File: src/rtl/pipe_hazard_unit.sv
// Hazard/forwarding controller: in-flight destination scoreboard, operand forwarding, load-use stall, branch flush.
// Optional perf counters (stall_cnt/flush_cnt) are built when HAZ_PERF_CNT_EN is defined.

module pipe_hazard_src #(
   parameter int DATA_W     = 24,
   parameter int RADDR_W    = 4,
   parameter int NSTAGES    = 3,
   parameter int LOAD_STAGE = 2,
   parameter int SEL_W      = 2
) (
   input  logic [NSTAGES-1:0]              sbVld,
   input  logic [NSTAGES-1:0][RADDR_W-1:0] sbRd,
   input  logic [NSTAGES-1:0]              sbLoad,
   input  logic [RADDR_W-1:0]              src,
   input  logic                            srcUse,
   input  logic [DATA_W-1:0]               rfData,
   input  logic [NSTAGES-1:0][DATA_W-1:0]  stageRes,
   output logic [DATA_W-1:0]               op,
   output logic [SEL_W-1:0]                sel,
   output logic                            notReady
);
   // Scan oldest to youngest so the youngest matching entry has the last word.
   always_comb begin
      op       = rfData;
      sel      = '0;
      notReady = 1'b0;
      for (int k = NSTAGES - 1; k >= 0; k--) begin
         if (srcUse && sbVld[k] && (sbRd[k] == src)) begin
            if (!sbLoad[k] || (k >= LOAD_STAGE)) begin
               op       = stageRes[k];
               sel      = SEL_W'(k + 1);
               notReady = 1'b0;
            end else begin
               op       = rfData;
               sel      = '0;
               notReady = 1'b1;
            end
         end
      end
   end
endmodule

module pipe_hazard_unit #(
   parameter int DATA_W     = 24,
   parameter int RADDR_W    = 4,
   parameter int NSTAGES    = 3,
   parameter int LOAD_STAGE = 2,
   parameter int CNT_W      = 32,
   localparam int SEL_W     = $clog2(NSTAGES + 1)
) (
   input  logic                        clk,
   input  logic                        reset,
   input  logic                        dec_valid,
   input  logic [RADDR_W-1:0]          dec_rs1,
   input  logic [RADDR_W-1:0]          dec_rs2,
   input  logic                        dec_rs1_use,
   input  logic                        dec_rs2_use,
   input  logic [RADDR_W-1:0]          dec_rd,
   input  logic                        dec_rd_we,
   input  logic                        dec_is_load,
   input  logic [DATA_W-1:0]           rf_rd1,
   input  logic [DATA_W-1:0]           rf_rd2,
   input  logic [NSTAGES*DATA_W-1:0]   stage_res,
   input  logic                        ex_branch_taken,
   output logic [DATA_W-1:0]           op1,
   output logic [DATA_W-1:0]           op2,
   output logic [SEL_W-1:0]            fwd_sel1,
   output logic [SEL_W-1:0]            fwd_sel2,
   output logic                        stall,
   output logic                        flush,
   output logic                        ex_bubble
`ifdef HAZ_PERF_CNT_EN
   ,
   output logic [CNT_W-1:0]            stall_cnt,
   output logic [CNT_W-1:0]            flush_cnt
`endif
);
   if (NSTAGES < 2) begin : gBadStages
      $error("NSTAGES must be at least 2");
   end
   if ((LOAD_STAGE < 1) || (LOAD_STAGE > NSTAGES - 1)) begin : gBadLoad
      $error("LOAD_STAGE out of range");
   end

   logic [NSTAGES-1:0]              sbVld;
   logic [NSTAGES-1:0][RADDR_W-1:0] sbRd;
   logic [NSTAGES-1:0]              sbLoad;
   logic [NSTAGES-1:0][DATA_W-1:0]  stageRes;

   logic [1:0][RADDR_W-1:0] srcAddr;
   logic [1:0]              srcUse;
   logic [1:0][DATA_W-1:0]  rfData;
   logic [1:0][DATA_W-1:0]  opRes;
   logic [1:0][SEL_W-1:0]   selRes;
   logic [1:0]              notReady;
   logic                    issue;

   assign stageRes = stage_res;
   assign srcAddr  = {dec_rs2, dec_rs1};
   assign srcUse   = {dec_rs2_use, dec_rs1_use};
   assign rfData   = {rf_rd2, rf_rd1};

   for (genvar s = 0; s < 2; s++) begin : gSrc
      pipe_hazard_src #(
         .DATA_W(DATA_W), .RADDR_W(RADDR_W), .NSTAGES(NSTAGES),
         .LOAD_STAGE(LOAD_STAGE), .SEL_W(SEL_W)
      ) uSrc (
         .sbVld(sbVld), .sbRd(sbRd), .sbLoad(sbLoad),
         .src(srcAddr[s]), .srcUse(srcUse[s]), .rfData(rfData[s]),
         .stageRes(stageRes), .op(opRes[s]), .sel(selRes[s]), .notReady(notReady[s])
      );
   end

   assign op1       = opRes[0];
   assign op2       = opRes[1];
   assign fwd_sel1  = selRes[0];
   assign fwd_sel2  = selRes[1];
   assign flush     = ex_branch_taken;
   assign stall     = dec_valid & ~flush & (|notReady);
   assign ex_bubble = stall | flush | ~dec_valid;
   assign issue     = dec_valid & ~stall & ~flush;

   // Entries past EX keep advancing during stall/flush; only entry 0 takes a bubble.
   always_ff @(posedge clk or negedge reset) begin
      if (!reset) begin
         sbVld  <= '0;
         sbRd   <= '0;
         sbLoad <= '0;
      end else begin
         sbVld[0]  <= issue & dec_rd_we;
         sbRd[0]   <= dec_rd;
         sbLoad[0] <= dec_is_load;
         for (int k = 1; k < NSTAGES; k++) begin
            sbVld[k]  <= sbVld[k-1];
            sbRd[k]   <= sbRd[k-1];
            sbLoad[k] <= sbLoad[k-1];
         end
      end
   end

`ifdef HAZ_PERF_CNT_EN
   always_ff @(posedge clk or negedge reset) begin
      if (!reset) begin
         stall_cnt <= '0;
         flush_cnt <= '0;
      end else begin
         if (stall && !(&stall_cnt)) stall_cnt <= stall_cnt + 1'b1;
         if (flush && !(&flush_cnt)) flush_cnt <= flush_cnt + 1'b1;
      end
   end
`else
   if (CNT_W < 1) begin : gBadCnt
      $error("CNT_W must be positive");
   end
`endif
endmodule

File: config.mk
export PLATFORM = sky130hd
export DESIGN_NAME = pipe_hazard_unit
export DESIGN_NICKNAME = d
export VERILOG_FILES = /design/src/rtl/pipe_hazard_unit.sv
export SDC_FILE = /design/constraint.sdc
export NUM_CORES = 1
export LEC_CHECK = 0
export ABC_AREA = 0
export CORE_ASPECT_RATIO = 1.4
export CORE_MARGIN = 2
export CORE_UTILIZATION = 37
export CTS_BUF_LIST = sky130_fd_sc_hd__clkbuf_4
export CTS_CLUSTER_DIAMETER = 150
export CTS_CLUSTER_SIZE = 10
export DETAILED_ROUTE_END_ITERATION = 16
export PLACE_DENSITY = 0.9
export RECOVER_POWER = 100
export SLEW_MARGIN = 40
export SYNTH_ARGS = -nofsm -noshare
export SYNTH_HDL_FRONTEND = slang
export SYNTH_SLANG_ARGS = --single-unit
File: constraint.sdc
create_clock -name clk -period 2.6 [get_ports clk]
set_input_delay 0.26 -clock clk [delete_from_list [all_inputs] [get_ports clk]]
set_output_delay 0.26 -clock clk [all_outputs]
set_load 0.02 [all_outputs]
* Yosys cells after proc, flatten, opt, wreduce, memory -nomap -nowiden *
Index checks and enable logic that the tools add are counted.

storage, ports and cells
  logic and storage cells = 58
  output and inout port bits = 55
  bits in registers = 17

cells by class
  mux-type cells = 24
  bitwise logic cells = 10
  eq/ne operators = 6
  reduce and logical (&&, ||, !) cells = 13

operator list
  operator             number
  24-bit two-way mux   10
  4-bit equality test  6
  2-bit two-way mux    7
  1-bit logical AND    12
  1-bit two-way mux    7
  1-bit AND            5
  1-bit NOT            3
  1-bit bitwise OR     2
  2-bit OR reduction   1

* Longest topological paths before layout *
Gate-level depths: netlist of the first run.

  word-level depth = 10
  depth in mapped cells = 9
  gate-level depth less buffers = 6

* Hierarchy *
A second synthesis of the first run with hierarchy kept.

second synthesis, totals
  cells, all modules = 325
  area total of the unflattened synthesis = 3239.4 sq um

modules (own cells, without submodules)
  module            seq. area each (sq um)  area each (sq um)  cells an instance  times used
  pipe_hazard_src   0.0                     1375.1             151                2
  pipe_hazard_unit  450.4                   489.2              23                 1

* Least setup slack after synthesis of the first run *
OpenSTA, ideal clock, no wires.

  path type = reg2out
  start point = register sbRd[10] (netlist bit)
  end point = output op1[10]
  arrival = 2.268 ns
  path slack = 0.072 ns
  stages on the path, launching flop included = 9
  buffers on the path = 2
  data required time = 2.340 ns
  cells stage by stage = dfrtp_1 > nor2b_1 > a221o_1 > or3_1 > buf_6 > buf_6 > nor3b_2 > nor3_1 > a222oi_1

on the way
  cells in the longest elaborated chain, start to end = 5

ends and longest elaborated chain
  item                             line  text
  start, declared                  86    logic [NSTAGES-1:0][RADDR_W-1:0] sbRd;
  start signal, assigned by index  135   sbRd[k] <= sbRd[k-1];
  4-bit equality test              28    if (srcUse && sbVld[k] && (sbRd[k] == src)) begin
  1-bit logical AND                28
  24-bit two-way mux (3 in a row)  28
  end, declared                    65    output logic [DATA_W-1:0] op1,

Every way passes these cells.

* Worst setup path in the final report of the first run *
  start point = register sbRd[10] (netlist bit)
  end point = output op1[12]

The elaborated chain is that of the path after synthesis.

==> reports/metrics.yaml, run 1 <==
maxCapViolations: 0
synthesis.area_sq_um: 2890
rows: 38
first_iter_violations: 329
clk_latency_ns: 0.28
cellPowerDensity_nw_per_um2: 185.2
coreArea_sq_um: 7655
grt_max_degree: 18
crit_path_top_delay_cell: "or3_4"
final_common_cell: "clkdlybuf4s50_1"
drc_errors: 0
syn_inst: 377
finalWirelength_mm: 14.39
final_cells: 727
setup_viol: 47
worstMarginPinSlew_ns: 1.310
cts_inserted_buffers: 3
syn_to_final_growth_pct: 99.91
fillers: 570
path_max_fanout: 8
grt_pass1_vias: 4415
path_cells: "nor2b_4 -> a221o_1 -> or3_4 -> buf_12 -> mux2i_4 -> o21ai_2 -> buf_4 -> a221o_1 -> buf_6"
yosysWarnings: 0
dp.cells: 703
synth-main-ff-cell: "dfrtp_1"
synth_area_per_cell_sq_um: 7.667
clk_pin_slew_worst_paths_ns: 0.09
vias_per_cell: 6.033
synth_top_cell_by_area: "dfrtp_1"
synth_area_leaders: "dfrtp_1 15%, nor3b_2 7.8%, a222oi_1 7.6%"
slew_headroom: 0.1267
wire_per_inst_um: 19.80
max_freq_mhz: 352.7
vias: 4386
reg2reg_from: "sbRd[1]"
clk_path_buf_depth: 2
rsz0062_at_grt: "yes"
period_share: 1.090
die_h_um: 108.6
antenna_left: 0
ios: 195
synth.distinct_cells: 47
hpwlAfterDp_mm: 10.70
die_x_um: 78.70
finalCriticalPeriod_ns: 2.835
crit_start: "sbRd[10]"
critPathKind: "flip-flop to output pin"
cts.htree.levels: 1
n_antenna_cell: 0
hold_path.startpoint: "sbRd[1]"
vdd_drop_max_uv: 244.9
layout.nets: 768
start_kind: "flip-flop"
grt_overflow: 0
violations: "setup timing"
synth_nets: 517
port_buffers: 194
die_area_sq_um: 8544
drv_slew: 0
mostFrequentLayoutCells: "127 x clkdlybuf4s50_1, 79 x buf_4, 48 x inv_1"
drive_gt1_frac: 0.3110
clock_skew_ns: 0.004160
hold_path.class: "flip-flop to flip-flop"
clock_sinks: 17
yosysSeqAreaShare: 0.1472
dr.pass1.iters: 6
synth-async-reset-ratio: 1.000
antenna_found_initial: 0
gp_congestion: 0.9213
p_leak_nw: 2.536
outcome: "finished, violations left"
hold_viol_final: 0
arrival_ns: 2.58
start_util: 0.3776
cp.required_ns: 2.34
fin_hold_ws_ns: 0.4382
endpoint_kind: "output pin"
grt_usage: 0.3127
synth_seq_cells: 17
cts-root-buf: "clkbuf_4"
cts_tree: "built"
setup_ws_ns: -0.2352
netlist.area_leader.share: 0.1472
crit_top_cell: "a221o_1"
synth-edff-count: 0
grt_pass1_wl_mm: 21.16
max_stage_delay_ns: 0.43
==> metrics by stage <==
stage	util	area [sq um]	power, mW	TNS [ns]	setup WS [ns]
after global placement	0.7015	5370	0.9037	-27.44	-0.7444
after CTS	0.7198	5510	1.042	-2.964	-0.1975
after floorplan	-	2890	0.5052	0	0.07152
after detailed placement	0.7015	5370	0.9152	-27.78	-0.7987
after global routing	0.7548	5778	1.123	-9.094	-0.3186
final	0.7548	5778	1.070	-4.245	-0.2352
==> logic make-up after synthesis <==
| kind of cell | after synthesis | synth area share |
|---|---|---|
| XOR/XNOR | 18 | 0.05455 |
| flip-flops | 17 | 0.1472 |
| AND/OR/NAND/NOR | 96 | 0.2294 |
| AO/OA/AOI/OAI | 139 | 0.3701 |
| multiplexers | 21 | 0.07273 |
| buffers and inverters | 86 | 0.1260 |
==> Yosys cell counts, types with 3 or more instances <==
cell	number
dfrtp_1	17
nand2_1	6
nand3_1	7
o211ai_1	20
nor2b_1	5
buf_6	3
buf_2	9
a21oi_1	6
nor2_1	14
xor2_1	10
o21ai_1	17
o21ai_0	17
nor3_1	14
xnor2_1	8
nor3b_1	5
a222oi_1	22
and2_1	3
a31o_1	12
and3_1	14
inv_1	48
nor3b_2	18
clkbuf_1	20
a221o_1	5
or3b_1	3
o22a_1	20
mux2i_1	21
o31ai_1	9
==> power breakdown <==
group | total [mW] | leakage [nW] | internal (mW) | switching (mW)
sequential | 0.292 | 0.202 | 0.277 | 0.0146
clock | 0.145 | 0.0184 | 0.0699 | 0.0748
combinational | 0.633 | 2.32 | 0.363 | 0.271
==> registers in the layout, indices dropped and copies added, names as in the netlist <==
register / count
sbLoad: 2
sbVld: 3
sbRd: 12
==> worst paths after layout <==
check | endpoint | slack (ns) | cells after the start
min in group asynchronous | sbRd[3] | 0.63 | 2
worst min-delay path | sbRd[5] | 0.44 | 0
worst min register to register | sbRd[5] | 0.44 | 0
worst max-delay path | op1[12] | -0.24 | 9
max in group asynchronous | sbRd[5] | 1.36 | 2
worst max register to register | sbVld[0] | 0.50 | 9
==> critical path: cells and delay by family (launching register included) <==
| kind | cells | cell delay, ns |
|---|---|---|
| DFF | 1 | 0.39 |
| buffers and inverters | 3 | 0.47 |
| AOI/OAI and AO/OA | 3 | 0.68 |
| muxes | 1 | 0.20 |
| and+or+nand+nor | 2 | 0.56 |
==> layout make-up <==
cell class	instances	area, sq um	area share
repair buffers	281	2610	0.4517
multi-input cells	274	2394	0.4142
flip-flops and latches	17	427.9	0.07406
inverters	51	191.4	0.03313
well taps	100	125.1	0.02165
clock buffers	4	30.03	0.005197
==> per-layer routing <==
| metal | vias to the layer above | GRT usage | wire length (um) |
|---|---|---|---|
| met2 | 273 | 0.5965 | 7648 |
| met5 | - | 0 | 0 |
| met3 | 54 | 0.04090 | 1061 |
| li1 | 1952 | - | - |
| met4 | 0 | 0.1566 | 652 |
| met1 | 2107 | 0.3309 | 5031 |
==> repair_timing <==
action,in CTS,in global routing
gates resized for setup,299,73
gates cloned,4,2
endpoints found under the setup margin,54,54
endpoints found under the hold margin,0,17
buffers inserted,6,10
pin swaps,23,57
hold buffers,0,1
No activity file was read; power rests on OpenSTA's default activity.
==> run 2: changes to the inputs <==
--- a/config.mk
+++ b/config.mk
@@ -5,7 +5,6 @@
 export SDC_FILE = /design/constraint.sdc
 export NUM_CORES = 1
 export LEC_CHECK = 0
-export ABC_AREA = 0
 export CORE_ASPECT_RATIO = 1.4
 export CORE_MARGIN = 2
 export CORE_UTILIZATION = 37
==> results of run 2 <==
Same layout as run 1: the final DEF is identical, and so are final timing and power.
